$ cat config.mk
export PLATFORM = sky130hd
export DESIGN_NAME = tlul_host_arb
export DESIGN_NICKNAME = d
export VERILOG_FILES = /design/src/rtl/tlul_host_arb.sv
export SDC_FILE = /design/constraint.sdc
export NUM_CORES = 1
export LEC_CHECK = 0
export ABC_AREA = 1
export CORE_AREA = 2 2 163 165
export DETAILED_ROUTE_END_ITERATION = 8
export DIE_AREA = 0 0 165 167
export MAX_ROUTING_LAYER = met4
export PLACE_DENSITY = 0.45
export SETUP_SLACK_MARGIN = 0.4
export SLEW_MARGIN = 20
export SYNTH_ARGS = -nofsm -noshare
export SYNTH_HDL_FRONTEND = slang
export SYNTH_SLANG_ARGS = --single-unit
export TNS_END_PERCENT = 10
$ cat constraint.sdc
create_clock -name clk_i -period 2.7 [get_ports clk_i]
set_input_delay 0.27 -clock clk_i [delete_from_list [all_inputs] [get_ports clk_i]]
set_output_delay 0.27 -clock clk_i [all_outputs]
set_load 0.005 [all_outputs]
$ cat src/rtl/tlul_host_arb.sv
// Round-robin arbiter sharing one TL-UL device port among N hosts, with an
// in-order FIFO of granted host indices to route D-channel responses back.
package tlul_host_arb_pkg;

  typedef struct packed {
    logic        a_valid;
    logic [2:0]  a_opcode;
    logic [2:0]  a_param;
    logic [1:0]  a_size;
    logic [7:0]  a_source;
    logic [31:0] a_address;
    logic [3:0]  a_mask;
    logic [31:0] a_data;
    logic        d_ready;
  } tl_h2d_t;

  typedef struct packed {
    logic        d_valid;
    logic [2:0]  d_opcode;
    logic [2:0]  d_param;
    logic [1:0]  d_size;
    logic [7:0]  d_source;
    logic        d_sink;
    logic [31:0] d_data;
    logic        d_error;
    logic        a_ready;
  } tl_d2h_t;

endpackage

module tlul_host_arb
  import tlul_host_arb_pkg::*;
#(
  parameter  int N              = 2,
  parameter  int MaxOutstanding = 2,
  localparam int IdxW           = (N > 1) ? $clog2(N) : 1,
  localparam int CntW           = $clog2(MaxOutstanding + 1)
) (
  input  logic            clk_i,
  input  logic            rst_ni,
  input  tl_h2d_t         tl_h_i [N],
  output tl_d2h_t         tl_h_o [N],
  output tl_h2d_t         tl_d_o,
  input  tl_d2h_t         tl_d_i,
  output logic [CntW-1:0] outstanding_o,
  output logic            unexp_rsp_o
);

  localparam int PtrW = (MaxOutstanding > 1) ? $clog2(MaxOutstanding) : 1;

  logic [IdxW-1:0] rr_ptr, lock_idx, grant_idx, head;
  logic            lock, grant_valid, full, empty, a_hs, d_hs;
  logic [IdxW-1:0] fifo [MaxOutstanding];
  logic [PtrW-1:0] rd_ptr, wr_ptr;
  logic [CntW-1:0] count;

  assign full  = (count == CntW'(MaxOutstanding));
  assign empty = (count == '0);
  assign head  = fifo[rd_ptr];

  // Descending scan so the host closest to rr_ptr is the last (winning) write.
  always_comb begin
    int cand;
    grant_valid = 1'b0;
    grant_idx   = '0;
    cand        = 0;
    if (lock) begin
      grant_valid = 1'b1;
      grant_idx   = lock_idx;
    end else if (!full) begin
      for (int k = N - 1; k >= 0; k--) begin
        cand = (int'(rr_ptr) + k) % N;
        if (tl_h_i[cand].a_valid) begin
          grant_valid = 1'b1;
          grant_idx   = IdxW'(cand);
        end
      end
    end
  end

  assign a_hs = grant_valid & tl_h_i[grant_idx].a_valid & tl_d_i.a_ready;
  assign d_hs = ~empty & tl_d_i.d_valid & tl_h_i[head].d_ready;

  always_comb begin
    tl_d_o = '0;
    if (grant_valid) tl_d_o = tl_h_i[grant_idx];
    tl_d_o.d_ready = ~empty & tl_h_i[head].d_ready;
    for (int i = 0; i < N; i++) begin
      tl_h_o[i]         = tl_d_i;
      tl_h_o[i].a_ready = grant_valid & (grant_idx == IdxW'(i)) & tl_d_i.a_ready;
      tl_h_o[i].d_valid = ~empty & (head == IdxW'(i)) & tl_d_i.d_valid;
    end
  end

  always_ff @(posedge clk_i or negedge rst_ni) begin
    if (!rst_ni) begin
      rr_ptr      <= '0;
      lock        <= 1'b0;
      lock_idx    <= '0;
      rd_ptr      <= '0;
      wr_ptr      <= '0;
      count       <= '0;
      unexp_rsp_o <= 1'b0;
      for (int i = 0; i < MaxOutstanding; i++) fifo[i] <= '0;
    end else begin
      if (a_hs) begin
        lock         <= 1'b0;
        fifo[wr_ptr] <= grant_idx;
        wr_ptr       <= (wr_ptr == PtrW'(MaxOutstanding - 1)) ? '0 : wr_ptr + 1'b1;
        rr_ptr       <= (grant_idx == IdxW'(N - 1)) ? '0 : grant_idx + 1'b1;
      end else if (grant_valid && tl_h_i[grant_idx].a_valid) begin
        // Stalled request: pin the grant so the A payload stays stable.
        lock     <= 1'b1;
        lock_idx <= grant_idx;
      end
      if (d_hs) begin
        rd_ptr <= (rd_ptr == PtrW'(MaxOutstanding - 1)) ? '0 : rd_ptr + 1'b1;
      end
      case ({a_hs, d_hs})
        2'b10:   count <= count + 1'b1;
        2'b01:   count <= count - 1'b1;
        default: count <= count;
      endcase
      if (empty && tl_d_i.d_valid) unexp_rsp_o <= 1'b1;
    end
  end

  assign outstanding_o = count;

endmodule

### Word level (Yosys, flattened, before mapping)

Cells that the tools add are included.

* register bits after elaboration: 10
* bits in latches: 0
* bits in writable memories: 0
* memory bits (read-only): 0
* input port bits: 226
* output and inout port bits: 193
* logic and storage cells: 89
* memories kept: 0

* $add $sub $neg: 6
* $mul: 0
* div/mod/pow operators: 0
* magnitude comparators: 7
* equal/unequal tests: 3
* shift-type cells: 0
* muxes and demuxes: 33
* bitwise logic cells: 24
* reductions and logical operators: 7

Operators by type and width (number)
* $mux 86: 10
* $ge 32x2->1 const B: 2
* $not 1->32: 1
* $not 32->32: 1
* $mux 1: 20
* $and 1x1->1: 13
* $ge 2x2->1 const B: 4
* $not 1->2: 4
* $add 1x1->1 const B: 4
* $eq 2x2->1 const B: 2
* $not 1->1: 4
* $pmux 2 s2: 1
* $reduce_bool 2->1: 2
* $logic_and 1x1->1: 3
* $add 2x1->2 const B: 1
* $bwmux 2: 1
* $eq 2x1->1 const B: 1
* $logic_not 2->1: 1
* $lt 2x1->1 const B: 1
* $reduce_and 2->1: 1
* $sub 2x1->2 const B: 1
* $and 1x1->1 const A: 1
* $demux 1 s1: 1

### Logic depth before layout (Yosys ltp)

* depth after elaboration: 18
* gate-level depth with buffers: 11
* gate-level depth less buffers: 11

### Least setup slack after synthesis

Ideal clock, no wire load.

* kind: reg2reg
* start point: reg count[0], in the netlist outstanding_o[0]
* end point: reg count[1], in the netlist outstanding_o[1]
* library setup time: 124 ps
* data arrival time: 1624 ps
* required time: 2576 ps
* slack: 951 ps
* stages on the path, launching flop included: 10
* path buffers: 0
* clock period less this slack: 1749 ps
* path through: dfrtp_1 inv_2 nand2_1 nand3_2 nand3_1 nand4_1 ha_1 a21oi_1 o21ai_0 xnor2_1

* cells in the longest elaborated chain, start to end: 11
* elaborated cells on any way between the ends: 21
* classes of those cells: 2 x add/sub; 3 x eq/ne; 8 x mux; 6 x bitwise; 2 x reduce/logical

Ends and longest elaborated chain
* start: declaration: line 55 `logic [CntW-1:0] count;`
* start signal: assignment: line 120 `2'b10: count <= count + 1'b1;`
* start signal: assignment: line 121 `2'b01: count <= count - 1'b1;`
* start signal: assignment: line 122 `default: count <= count;`
* $eq 2x2->1: line 57 `assign full = (count == CntW'(MaxOutstanding));`
* $mux 1: line 70 `end else if (!full) begin`
* $mux 1: line 67 `if (lock) begin`
* $not 1->2 (not written as such): line 81 `assign a_hs = grant_valid & tl_h_i[grant_idx].a_valid & tl_d_i.a_ready;`
* $mux 86 (not written as such) (3 in series): line 81
* $and 1x1->1 (2 in series): line 81
* $eq 2x1->1 or $eq 2x2->1 (tied branches): line 119 `case ({a_hs, d_hs})`
* $pmux 2 s2 or $reduce_bool 2->1 (tied branches)

Several ways; a longest one is shown, not always the timed one. The select of a mux whose other input is x is not followed.
A chain may end at the register's enable or synchronous reset.

==> reports/results.txt <==
outcome: completed
relative slew slack: 67.7%
Routed Antenna Nets: 0
CP top delay family: buffers and inverters
syn avg cell area: 7.98 µm²
via count: 2549
synth unique cells: 25
Final Wtd Congestion: 0.655
Die Wd: 165 µm
Core ar.: 25800 µm²
worst path bufs/invs: 5
drc violations: 0
final core utilization: 18.7%
initial antenna violation count: 0
first-pass GRT wire length: 16.9 mm
VDD IR max: 0.000625 V
Final Skew: 1.98 ps
Min-Delay Path Class: in2async
clk buf depth: 2
First DRT Iteration DRCs: 58
Worst setup EP type: primary output
R2R depth: 10
Rows: 59
Max Cap Viol: 0
mean number of vias per cell: 3.28
largest net degree at the start of global routing: 27
worst reg2reg setup slack: 850 ps
die area: 27600 µm²
setup TNS: 0 ps
IO Port Bufs: 268
final hold vios: 0
unrepaired setup endpoints after global routing: true
yosys synthesis warning count: 0
length of the first detailed-routing pass in iterations: 4
CP Cell Sequence: inv_2 > nand2_2 > nand3_2 > nand2_4 > buf_4 > buf_12 > buf_16 > a22o_1 > clkdlybuf4s50_1
Startpoint Class: flip-flop
Area Overhead vs Synth: 122%
clk sinks: 10
fillers: 2861
Crit Path Max Fanout: 22
critical path required time: 2430 ps
Net Count, Synth: 499
crit path kind: reg2out
min Tclk post-route: 2360 ps
Post-Syn Instances: 272
DR WL/cell: 15.8 µm
fin crit share: 87.5%
Max Slew Vio Count: 0
initial core utilization: 8.43%
# IOs: 419
fmax: 424 MHz
Largest stage delay, worst path: 460 ps
Clock Latency Late Sink: 240 ps
nets: 669
CTS tree: done
ANT cells: 0
drt total wl: 12.3 mm
hpwl dp: 8.79 mm
synthesized area: 2170 µm²
RR Startpoint: rd_ptr
sequential area share after synthesis: 11.5%
Clock Root Buffer: clkbuf_16
Final setup viols: 0
cts bufs inserted: 3
Worst-Margin Slew: 483 ps
#FFs+latches synth: 10
CTS clk-pin slew, worst paths: 40 ps
number of global-route vias before repair: 2776
grt ovf: 0
RR Endpoint: outstanding_o[1]
Slowest-stage cell, CP: clkdlybuf4s50_1
Pwr Density: 955 nW/µm²
Clock H-tree levels: 1
Arr. time, crit path: 2090 ps
Global Route Usage Sum: 8.41%
layout cell share with drive strength beyond 1: 7.03%
Die Ht: 167 µm
Leak: 1.91 nW
Yosys cell counts, drive strengths merged:
| library cell | instances | share of area (%) |
|---|---|---|
| buf | 113 | 40 |
| a22o | 84 | 34 |
| inv | 15 | 2.6 |
| nand2 | 13 | 2.7 |
| dfrtp | 10 | 12 |
| o21ai | 8 | 1.8 |
| nand3 | 6 | 1.6 |
| nor2 | 6 | 1.0 |
| clkbuf | 5 | 0.86 |
| xnor2 | 3 | 1.2 |
| o21bai | 2 | 0.69 |
| a21o | 1 | 0.35 |
| a21oi | 1 | 0.23 |
| ha | 1 | 0.58 |
| nand4 | 1 | 0.29 |
| nor3 | 1 | 0.23 |
| nor3b | 1 | 0.35 |
| xor2 | 1 | 0.40 |
how the worst max path moves through the flow:
stage               cells past startpoint                to              from
global route                           10         tl_d_o[8]              lock
CTS                                    11        tl_d_o[43]  outstanding_o[0]
detailed placement                      8         tl_d_o[9]        tl_h_i[85]
floorplan                               9  outstanding_o[1]  outstanding_o[0]
finish                                  9        tl_d_o[13]  outstanding_o[0]
global placement                        8         tl_d_o[9]        tl_h_i[85]
area by class of cell:
type	instances	area (µm²)	area share, %
timing repair buffer	283	2980	62.0
multi-input combinational	129	998	20.8
tap	335	419	8.71
sequential	10	251	5.23
clock buffer	4	88.8	1.85
inverter	15	68.8	1.43
timing repair:
item,4_1_cts,5_1_grt
cloned,6,0
pin swaps,3,0
resized for setup,20,4
endpoints found under the setup margin,84,82
buffers inserted,4,1
hold buffers,0,0
metrics by stage:
step / setup slack, ps / hold WS [ps] / area (µm²) / std cells / power (mW)
after floorplan: 951 / -25.6 / 2170 / 272 / 1.90
after global placement: 21.1 / 445 / 4450 / 761 / 3.70
after detailed placement: 57.6 / 447 / 4450 / 761 / 3.65
after CTS: 303 / 378 / 4790 / 775 / 4.69
after global routing: 199 / 398 / 4810 / 776 / 4.97
final: 339 / 365 / 4810 / 776 / 4.59
layout by cell type, fill, tap and decap left out, drive strengths merged:
master	count
dlygate4sd2	4
ha	1
nor2	6
buf	15
clkbuf	4
nor3	1
xnor2	3
o21bai	2
dlymetal6s2s	1
dfrtp	10
nor3b	1
nand2	13
xor2	1
clkdlybuf4s50	263
a22o	84
o21ai	8
a21oi	1
nand4	1
inv	14
clkinv	1
nand3	6
a21o	1
registers in the layout, indices dropped and copies added, names as in the netlist:
name / count
fifo: 2
lock: 1
lock_idx: 1
outstanding_o: 2
rd_ptr: 1
rr_ptr: 1
unexp_rsp_o: 1
wr_ptr: 1
power breakdown:
part | total [mW] | leakage (nW) | switching [mW] | internal [mW]
registers | 0.269 | 0.118 | 0.0492 | 0.220
logic | 4.03 | 1.75 | 1.56 | 2.48
clock network | 0.293 | 0.0442 | 0.0704 | 0.223
worst reg2reg max path, stage by stage (launching register included):
cell and delay [ps]:
dfrtp_1 390, o21ai_1 300, nand2_1 80, o21ai_1 80
nor2_1 70, nand2_1 110, inv_1 50, ha_1 300
a21oi_1 110, o21ai_0 110, xnor2_1 140
routing by layer:
metal	vias to the layer above	wire length (µm)	GRT usage (%)
met3	22	1390	3.29
met2	203	6170	15.2
met4	0	97	0.643
met1	1106	4630	8.98
met5	-	0	-
li1	1218	-	-
kinds of logic (layout without fill, tap and decap cells):
kind of cell / count (synthesis) / after routing / synth area share [%]
AOI/OAI and AO/OA: 96 / 96 / 37.0
xor gates and xnor gates: 4 / 4 / 1.61
adders and majority gates: 1 / 1 / 0.576
buffers and inverters: 133 / 302 / 43.1
DFF: 10 / 10 / 11.5
and+or+nand+nor: 28 / 28 / 6.22
Power figures use the tool's default switching activity.
